<file path="src/rtl/uart_pkg.sv">
// Shared types and defaults for the UART transmit scheduler.
package uart_pkg;

  typedef enum logic [1:0] {
    SCH_IDLE   = 2'd0,
    SCH_LAUNCH = 2'd1,
    SCH_ACTIVE = 2'd2,
    SCH_DRAIN  = 2'd3
  } sch_state_t;

  localparam int SCH_TIMEOUT_DEFAULT = 1023;

endpackage

</file>
<file path="src/rtl/uart_rr_pick.sv">
// Combinational round-robin picker: nearest valid requester after last_grant, wrapping.
module uart_rr_pick #(
  parameter int NREQ = 4,
  parameter int IDW  = $clog2(NREQ)
) (
  input  logic [NREQ-1:0] req_valid,
  input  logic [IDW-1:0]  last_grant,
  output logic            any,
  output logic [IDW-1:0]  pick_id
);

  int             idx;
  logic [IDW-1:0] idx_sel;

  assign any = |req_valid;

  // Scan from farthest to nearest so the nearest valid requester wins.
  always_comb begin
    pick_id = '0;
    idx     = 0;
    idx_sel = '0;
    for (int off = NREQ; off >= 1; off--) begin
      idx     = (int'(last_grant) + off) % NREQ;
      idx_sel = IDW'(idx);
      if (req_valid[idx_sel]) begin
        pick_id = idx_sel;
      end
    end
  end

endmodule

</file>
<file path="src/rtl/uart_tx_sched.sv">
// Round-robin scheduler sharing one UART transmitter among NREQ byte requesters.
module uart_tx_sched
  import uart_pkg::*;
#(
  parameter int NREQ    = 4,
  parameter int WIDTH   = 8,
  parameter int TIMEOUT = SCH_TIMEOUT_DEFAULT
) (
  input  logic                     clk,
  input  logic                     rst,
  input  logic [NREQ-1:0]          req_valid,
  input  logic [NREQ*WIDTH-1:0]    req_data,
  output logic [NREQ-1:0]          req_ready,
  output logic                     tx_en,
  output logic [WIDTH-1:0]         tx_data,
  input  logic                     tx_busy,
  input  logic                     tx_done,
  output logic [$clog2(NREQ)-1:0]  grant_id,
  output logic                     sent_vld,
  output logic [$clog2(NREQ)-1:0]  sent_id,
  output logic                     err_timeout
);

  localparam int IDW = $clog2(NREQ);
  localparam int CW  = $clog2(TIMEOUT + 1);

  sch_state_t     state_reg;
  logic [CW-1:0]  cnt_reg;
  logic [IDW-1:0] last_grant_reg;

  logic             any;
  logic [IDW-1:0]   pick_id;
  logic [WIDTH-1:0] req_slice [NREQ];
  logic [NREQ-1:0]  pick_onehot;

  generate
    for (genvar gi = 0; gi < NREQ; gi++) begin : g_req
      assign req_slice[gi]   = req_data[gi*WIDTH +: WIDTH];
      assign pick_onehot[gi] = (pick_id == IDW'(gi));
    end
  endgenerate

  uart_rr_pick #(
    .NREQ (NREQ),
    .IDW  (IDW)
  ) u_pick (
    .req_valid  (req_valid),
    .last_grant (last_grant_reg),
    .any        (any),
    .pick_id    (pick_id)
  );

  always_ff @(posedge clk) begin
    if (rst) begin
      state_reg      <= SCH_IDLE;
      cnt_reg        <= '0;
      last_grant_reg <= IDW'(NREQ - 1);  // requester 0 is first in line
      tx_en          <= 1'b0;
      tx_data        <= '0;
      req_ready      <= '0;
      grant_id       <= '0;
      sent_vld       <= 1'b0;
      sent_id        <= '0;
      err_timeout    <= 1'b0;
    end else begin
      req_ready   <= '0;
      sent_vld    <= 1'b0;
      err_timeout <= 1'b0;
      case (state_reg)
        SCH_IDLE: begin
          if (any) begin
            tx_data   <= req_slice[pick_id];
            grant_id  <= pick_id;
            req_ready <= pick_onehot;
            tx_en     <= 1'b1;
            cnt_reg   <= '0;
            state_reg <= SCH_LAUNCH;
          end
        end
        SCH_LAUNCH: begin
          if (tx_busy) begin
            tx_en     <= 1'b0;
            state_reg <= SCH_ACTIVE;
          end else if (cnt_reg == CW'(TIMEOUT)) begin
            // Transmitter never started: drop the byte but still move the pointer on.
            tx_en          <= 1'b0;
            err_timeout    <= 1'b1;
            last_grant_reg <= grant_id;
            state_reg      <= SCH_IDLE;
          end else begin
            cnt_reg <= cnt_reg + CW'(1);
          end
        end
        SCH_ACTIVE: begin
          if (tx_done) begin
            state_reg <= SCH_DRAIN;
          end
        end
        SCH_DRAIN: begin
          // Wait for the done level to clear so it cannot satisfy the next grant.
          if (!tx_done && !tx_busy) begin
            sent_vld       <= 1'b1;
            sent_id        <= grant_id;
            last_grant_reg <= grant_id;
            state_reg      <= SCH_IDLE;
          end
        end
        default: state_reg <= SCH_IDLE;
      endcase
    end
  end

endmodule

</file>
<file path="config.mk">
export PLATFORM = sky130hd
export DESIGN_NAME = uart_tx_sched
export DESIGN_NICKNAME = d
export VERILOG_FILES = /design/src/rtl/uart_pkg.sv /design/src/rtl/uart_rr_pick.sv /design/src/rtl/uart_tx_sched.sv
export SDC_FILE = /design/constraint.sdc
export NUM_CORES = 1
export LEC_CHECK = 0
export BUFFER_PORTS_ARGS = -buffer_cell sky130_fd_sc_hd__buf_2
export CORE_ASPECT_RATIO = 1.75
export CORE_MARGIN = 3
export CORE_UTILIZATION = 50
export DETAILED_ROUTE_END_ITERATION = 6
export PLACE_DENSITY = 0.79
export SYNTH_ARGS = -nofsm -noshare
export SYNTH_HDL_FRONTEND = slang
export SYNTH_SLANG_ARGS = --single-unit
</file>
<file path="constraint.sdc">
create_clock -name clk -period 2.4 [get_ports clk]
set_clock_uncertainty 0.2 [all_clocks]
set_input_delay 0.24 -clock clk [delete_from_list [all_inputs] [get_ports clk]]
set_output_delay 0.24 -clock clk [all_outputs]
set_load 0.005 [all_outputs]
</file>
Word level (Yosys, flattened, before mapping) --
Index checks and enable logic that the tools add are counted. Widths: inputs -> output; s select.
Storage, ports and cells: bits in registers 33, input port bits 40, output and inout port bits 19, logic and storage cells 91
Cells by class: add/subtract/negate cells 5, order comparisons 5, eq/ne operators 14, multiplexer cells 35, bitwise gates (word level) 5, reductions and logical operators 17
Operators with widths (count):
- $mux 10 | 3
- $mux 2 | 12
- $pmux 10 s2 | 1
- $bmux 8 s2 | 1
- $mux 8 | 2
- $lt 2x3->1 const B | 4
- $ne 2x2->1 const B | 6
- $reduce_and 4->1 | 3
- $add 10x1->10 const B | 1
- $eq 10x10->1 const B | 1
- $mux 1 | 9
- $bmux 1 s2 | 4
- $eq 2x2->1 const B | 4
- $pmux 2 s4 | 1
- $reduce_or 3->1 | 2
- $add 2x1->2 const B | 2
- $add 2x2->2 const B | 2
- $eq 2x1->1 const B | 2
- $logic_not 2->1 | 2
- $not 1->1 | 4
- $pmux 2 s2 | 1
- $reduce_and 2->1 | 2
- $reduce_bool 2->1 | 2
- $reduce_or 4->1 | 1
- 8 further kinds | 9

Depth between registers and ports, before layout --
Gate-level depths: netlist of run 1.
word-level depth 11, mapped depth 7, gate-level depth less buffers 6

Cells and area by module --
A second synthesis of run 1 with hierarchy kept.
Unflattened totals: cells, all modules 165, area, all modules 1660.3 sq um
By module, submodules not included:
- uart_tx_sched | instances 1, cells an instance 151, area each 1569.0 sq um, seq. area each 660.6 sq um
- uart_rr_pick | instances 1, cells an instance 14, area each 91.3 sq um, seq. area each 0.0 sq um

Least setup slack after synthesis of run 1 --
Ideal clock, no wire load.
path type register to register, from register cnt_reg[3], to register state_reg[0], setup time 128 ps, data arrival time 1434 ps, data required time 2072 ps, path slack 638 ps, cell stages (with the launch flop) 7, buffers on the path 1, period minus slack after synthesis 1762 ps, path through dfxtp_1 nand4_2 nor4_4 buf_6 nor2_2 a221oi_2 nor2_1
On the way: cells in the longest elaborated chain, start to end 3
Ends and longest elaborated chain:
- start, declared | RTL line uart_tx_sched.sv:28 | logic [CW-1:0] cnt_reg;
- start signal, assigned | RTL line uart_tx_sched.sv:91 | cnt_reg <= cnt_reg + CW'(1);
- $eq 10x10->1 | RTL line uart_tx_sched.sv:84 | end else if (cnt_reg == CW'(TIMEOUT)) begin
- $ne 3x3->1 (no line)
- $reduce_and 4->1 (no line)
- end signal, assigned | RTL line uart_tx_sched.sv:83 | state_reg <= SCH_ACTIVE;
- end signal, assigned | RTL line uart_tx_sched.sv:89 | state_reg <= SCH_IDLE;
- end signal, assigned | RTL line uart_tx_sched.sv:96 | state_reg <= SCH_DRAIN;
- end, declared | RTL line uart_tx_sched.sv:27 | sch_state_t state_reg;
No other way between the ends. A chain may end at the register's enable or synchronous reset.

Final worst setup path of run 1 --
from register cnt_reg[3], to register cnt_reg[3]
On the way: cells in the longest elaborated chain, start to end 4, elaborated cells on any way between the ends 7, those cells by class add/sub (1); eq/ne (2); mux (3); reduce/logical (1)
Ends and longest elaborated chain:
- $add 10x1->10 | RTL line uart_tx_sched.sv:91
- $mux 10 | RTL line uart_tx_sched.sv:84
- $mux 10 | RTL line uart_tx_sched.sv:81 | if (tx_busy) begin
- $pmux 10 s2 | RTL line uart_tx_sched.sv:69 | case (state_reg)
Parallel ways exist; a longest one is shown, timed or not. The select of a mux whose other input is x is not followed.

==> reports/metrics.yaml, run 1 <==
rr_startpoint: "cnt_reg[3]"
drv_cap: 0
p_switching_mw: 0.364
cts.reportedPaths.clkPinSlew_ns: 0.07
ys_seq_area_frac: 0.369
rr_endpoint: "cnt_reg[3]"
clockPowerShare: 0.344
critPathCaptureType: "flip-flop"
grt_pass1_wl_microns: 6750
rows: 28
irDropWorstVdd_mv: 0.433
dr_total_vias: 1622
p_sw_frac: 0.273
largest_reg_flops: 10
grt-ovfl-total: 0
critPathLaunch: "cnt_reg[3]"
root_buffer: "clkbuf_8"
io_pins: 59
antenna_cells: 0
die_h_microns: 85.1
min-delay-start: "tx_busy"
rrSetupSlack_ns: 0.41
drcViolationCount: 0
cp.arrival_ns: 1.96
hold_class: "in -> reg"
final-setup-viol-count: 0
ys_top_cells_by_area: "dfxtp_1 (37%), mux2i_1 (5.6%), nor2_1 (4.8%)"
hold_depth: 2
synthDominantCellAreaShare: 0.369
core_area_sq_mm: 0.00340
synth_common_cells: "dfxtp_1 (33), nor2_1 (23), nand2_1 (15), mux2i_1 (10), o21ai_0 (9)"
report.final.slew_viol_count: 0
antenna_found_initial: 0
dieArea_sq_mm: 0.00436
pwr-share-comb: 0.199
holdPathEnd: "err_timeout"
wl_per_cell_microns: 12.9
cts_hold_buf: 0
fp.dieW_microns: 51.2
relSlewSlack: 0.526
layout.nets: 299
routed_via_density: 5.34
post-cts-setup-buffers: 0
ys.flop_type: "dfxtp_1"
p_int_mw: 0.969
max_clock_freq_ghz: 0.503
critPathKind: "reg -> reg"
io_buffers: 58
dr.pass1.iters: 4
wl_microns: 3920
p_per_area_mw_per_mm2: 598
numCtsBuffers: 5
start_util: 0.526
cts_tree: "built"
htreeDepth: 2
syn_nets: 235
yosysMostFrequentCell: "dfxtp_1"
hpwl_microns: 3130
synth_seq_cells: 33
netlist_area_sq_mm: 0.00179
seq_power_share: 0.457
fin_setup_tns_ns: 0
async_reset_ff_frac: 0
synth_top_area_cell: "dfxtp_1"
fin_cells: 304
ff2ff_path_depth: 6
fin_crit_sh: 0.829
dp_cells: 296
status: "completed"
startpoint_type: "flip-flop"
cp_max_fo: 7
fin_crit_ns: 1.99
synth_edf_count: 0
cts_resized: 0
yosysWarnings: 0
p_leak_nw: 0.921
clk_latency_ns: 0.28
track_usage: 0.200
crit_required_ns: 2.37
postRouteAntennaNets: 0
finalHoldViolCount: 0
syn2layout_area_growth_pct: 24.6
grt_pass1_vias: 1585
syn_avg_cell_area_sq_um: 9.22
ys_types: 45
rsz0062_at_grt: "no"
final_layout_size_suffix_gt1_frac: 0.328
drt-initial-drc-count: 17
clock_path_buffers: 2
grt_max_degree: 18
gp_congestion: 0.780
synth_cells: 194
tightest_slew_ns: 0.703
clock_sinks: 33
==> stage by stage <==
| stage | hold slack (ns) | worst slack, ns | area, sq um | utilization | total power [mW] |
|---|---|---|---|---|---|
| finish | 0.0191 | 0.411 | 2230 | 0.656 | 1.33 |
| global route | 0.0226 | 0.211 | 2230 | 0.656 | 1.40 |
| CTS | 0.00289 | 0.380 | 2230 | 0.656 | 1.35 |
| detailed placement | 0.260 | 0.393 | 2130 | 0.626 | 0.888 |
| global placement | 0.249 | 0.433 | 2130 | 0.626 | 0.883 |
| floorplan | 0.117 | 0.638 | 1790 | - | 0.792 |
==> layout by cell type, fill, tap and decap left out, types with 3 or more instances in the layout <==
cell       n
inv_1      3
o21ai_0    9
and4_1     8
a21oi_1    4
nor3_1     3
nor2b_1    4
mux2i_1   10
nand3_1    4
dfxtp_1   33
o21ai_1    5
nand2_1   15
nand2b_1   5
xnor2_1    8
o31a_1     8
o211ai_1   8
buf_2     58
buf_4      7
clkbuf_8   7
nor2_1    23
==> cell families (layout without fill, tap and decap cells) <==
group / Yosys count / after routing / share of synthesized area
AO/OA/AOI/OAI: 47 / 47 / 0.188
XOR/XNOR: 8 / 8 / 0.0392
adder cells (fa/ha/maj): 1 / 1 / 0.00700
buffers and inverters: 11 / 76 / 0.0399
flip-flops: 33 / 33 / 0.369
multiplexers: 10 / 10 / 0.0560
AND/OR/NAND/NOR: 84 / 84 / 0.300
==> worst max-delay path: stages, from the launching register on <==
cell     delay (ns)
dfxtp_1        0.45
nand4_2        0.22
nor4_4         0.47
buf_4          0.26
nor3_1         0.08
xnor2_1        0.15
nor2_1         0.05
==> how the worst max path moves through the flow <==
stage          slack, ns                 to
6_report            0.41         cnt_reg[3]
3_5_place_dp        0.39       state_reg[0]
3_3_place_gp        0.43  last_grant_reg[0]
5_1_grt             0.21         tx_data[7]
4_1_cts             0.38         cnt_reg[3]
2_1_floorplan       0.64       state_reg[0]
==> metal layers <==
layer / vias up / routed length (microns) / global-route usage / share of wire
met5: - / 0 / 0 / 0
met3: 8 / 196 / 0.0422 / 0.050
met1: 732 / 1530 / 0.212 / 0.39
met4: 0 / 91 / 0.108 / 0.023
li1: 832 / - / - / -
met2: 50 / 2100 / 0.354 / 0.54
==> final cells by class <==
type                            count  area (sq um)
Clock inverter                      1          5.00
Timing Repair Buffer               65           343
Fill cell                         308          1170
Sequential cell                    33           661
Clock buffer                        7          96.3
Tap cell                           45          56.3
Multi-Input combinational cell    150          1060
Inverter                            3          11.3
==> power groups by stage <==
stage          logic, mW  clock network (mW)  registers [mW]
4_1_cts            0.267               0.471           0.609
3_3_place_gp       0.261                   0           0.622
2_1_floorplan      0.171                   0           0.620
5_1_grt            0.298               0.490           0.615
6_report           0.266               0.458           0.609
3_5_place_dp       0.267                   0           0.621
No activity file was read; power rests on OpenSTA's default activity.
==> inputs of run 2 (changes only) <==
==> constraint.sdc (replaced) <==
create_clock -name clk -period 1.9 [get_ports clk]
set_clock_uncertainty 0.2 [all_clocks]
set_input_delay 0.19 -clock clk [delete_from_list [all_inputs] [get_ports clk]]
set_output_delay 0.19 -clock clk [all_outputs]
set_load 0.005 [all_outputs]
==> reports/metrics.yaml, run 2 (same netlist as run 1, synthesis figures left out) <==
status: "completed"
wl_per_cell_microns: 13.0  # +1.3%
finalWorstSetupSlack_ns: 0.0620  # -0.349 ns
clk_latency_ns: 0.29  # about the same
mostFrequentLayoutCell: "buf_2"
antenna_found_initial: 0  # unchanged
max_clock_freq_ghz: 0.544  # +8.2%
antenna_cells: 0  # unchanged
drv_cap: 0  # unchanged
grt-ovfl-total: 0  # unchanged
finalHoldViolCount: 0  # unchanged
fin_crit_ns: 1.84  # -0.151 ns
rows: 28  # unchanged
crit_required_ns: 1.86  # -0.51 ns
final_layout_size_suffix_gt1_frac: 0.396  # +0.0682
fp.dieW_microns: 51.2  # unchanged
drcViolationCount: 0  # unchanged
critPathKind: "reg -> reg"
cp.arrival_ns: 1.80  # -0.16 ns
cts_tree: "built"
startpoint_type: "flip-flop"
min-delay-start: "req_data[29]"
dr_total_vias: 1695  # +4.5%
cp_max_fo: 4  # -3
drt-initial-drc-count: 21  # +4
layout.nets: 315  # +5.4%
gp_congestion: 0.821  # +5.3%
relSlewSlack: 0.562  # +0.0362
syn2layout_area_growth_pct: 36.6
dr.pass1.iters: 4  # unchanged
rr_startpoint: "cnt_reg[6]"
numCtsBuffers: 5  # unchanged
mostFrequentLayoutCells: "buf_2 (58), dfxtp_1 (30), nor2_1 (23)"
pre_cts_slack_ns: 0.0661  # -0.327 ns
p_leak_nw: 1.01  # +10%
tightest_slew_ns: 0.650  # -0.0537 ns
htreeDepth: 2  # unchanged
critPathLaunch: "cnt_reg[6]"
hold_class: "in -> reg"
core_area_sq_mm: 0.00340  # unchanged
irDropWorstVdd_mv: 0.571  # +32%
wl_microns: 4180  # +6.6%
root_buffer: "clkbuf_8"
routed_via_density: 5.30  # -0.72%
clock_path_buffers: 2  # unchanged
hold_ws_ns: 0.00347  # -0.0156 ns
fin_crit_sh: 0.967  # +0.138
cts.reportedPaths.clkPinSlew_ns: 0.07  # about the same
io_pins: 59  # unchanged
start_util: 0.526  # unchanged
die_h_microns: 85.1  # unchanged
p_per_area_mw_per_mm2: 755  # +26%
track_usage: 0.206  # +0.00648
io_buffers: 58  # unchanged
grt_max_degree: 18  # unchanged
postRouteAntennaNets: 0  # unchanged
grt_pass1_vias: 1608  # +1.5%
critPathCaptureType: "flip-flop"
dieArea_sq_mm: 0.00436  # unchanged
hpwl_microns: 3160  # +1.2%
final-setup-viol-count: 0  # unchanged
clock_sinks: 33  # unchanged
grt_pass1_wl_microns: 6840  # +1.3%
finalPower_mw: 1.84  # +38%
report.final.slew_viol_count: 0  # unchanged
largest_reg_flops: 10  # unchanged
run 2: through the flow:
step,TNS (ns),util,instances,area (sq um)
finish,0,0.719,320,2440
global route,-0.0288,0.719,320,2440
CTS,0,0.697,317,2370
detailed placement,0,0.658,307,2230
global placement,0,0.658,307,2230
floorplan,0,-,194,1790
run 2: routing by layer:
metal / GRT usage / share of wire
met1: 0.209 / 0.38
met2: 0.381 / 0.54
met3: 0.0387 / 0.044
met4: 0.108 / 0.030
met5: 0 / 0
run 2: final cells by class:
type	instances	area, sq um
Fill cell	274	956
Clock buffer	5	68.8
Clock inverter	3	46.3
Multi-Input combinational cell	150	1100
Timing Repair Buffer	81	497
Inverter	3	11.3
Sequential cell	33	664
Tap cell	45	56.3
run 2: repair_timing:
action                                 4_1_cts  5_1_grt
resized for setup                            0       14
buffers inserted                             0        3
endpoints found under the hold margin        2        0
setup endpoints to repair                    0       17
hold buffers                                 2        0
run 2: worst paths after layout:
kind,cells after the start,end,slack [ns]
max,6,cnt_reg[9],0.06
min,3,tx_data[5],0.003
max reg2reg,6,cnt_reg[9],0.06
min reg2reg,2,tx_data[5],0.27
run 2: where the power goes:
part	switching, mW	leakage, nW	internal [mW]	total, mW
clock	0.273	0.0543	0.392	0.665
sequential	0.0281	0.270	0.739	0.767
combinational	0.201	0.688	0.211	0.412
run 2: worst max-delay path, stage by stage (launching register included):
cell and delay, ns:
dfxtp_1 0.37, nand4_2 0.18, buf_4 0.19, or3_1 0.35, nor3_1 0.21, xnor2_1 0.15
nor2_1 0.06
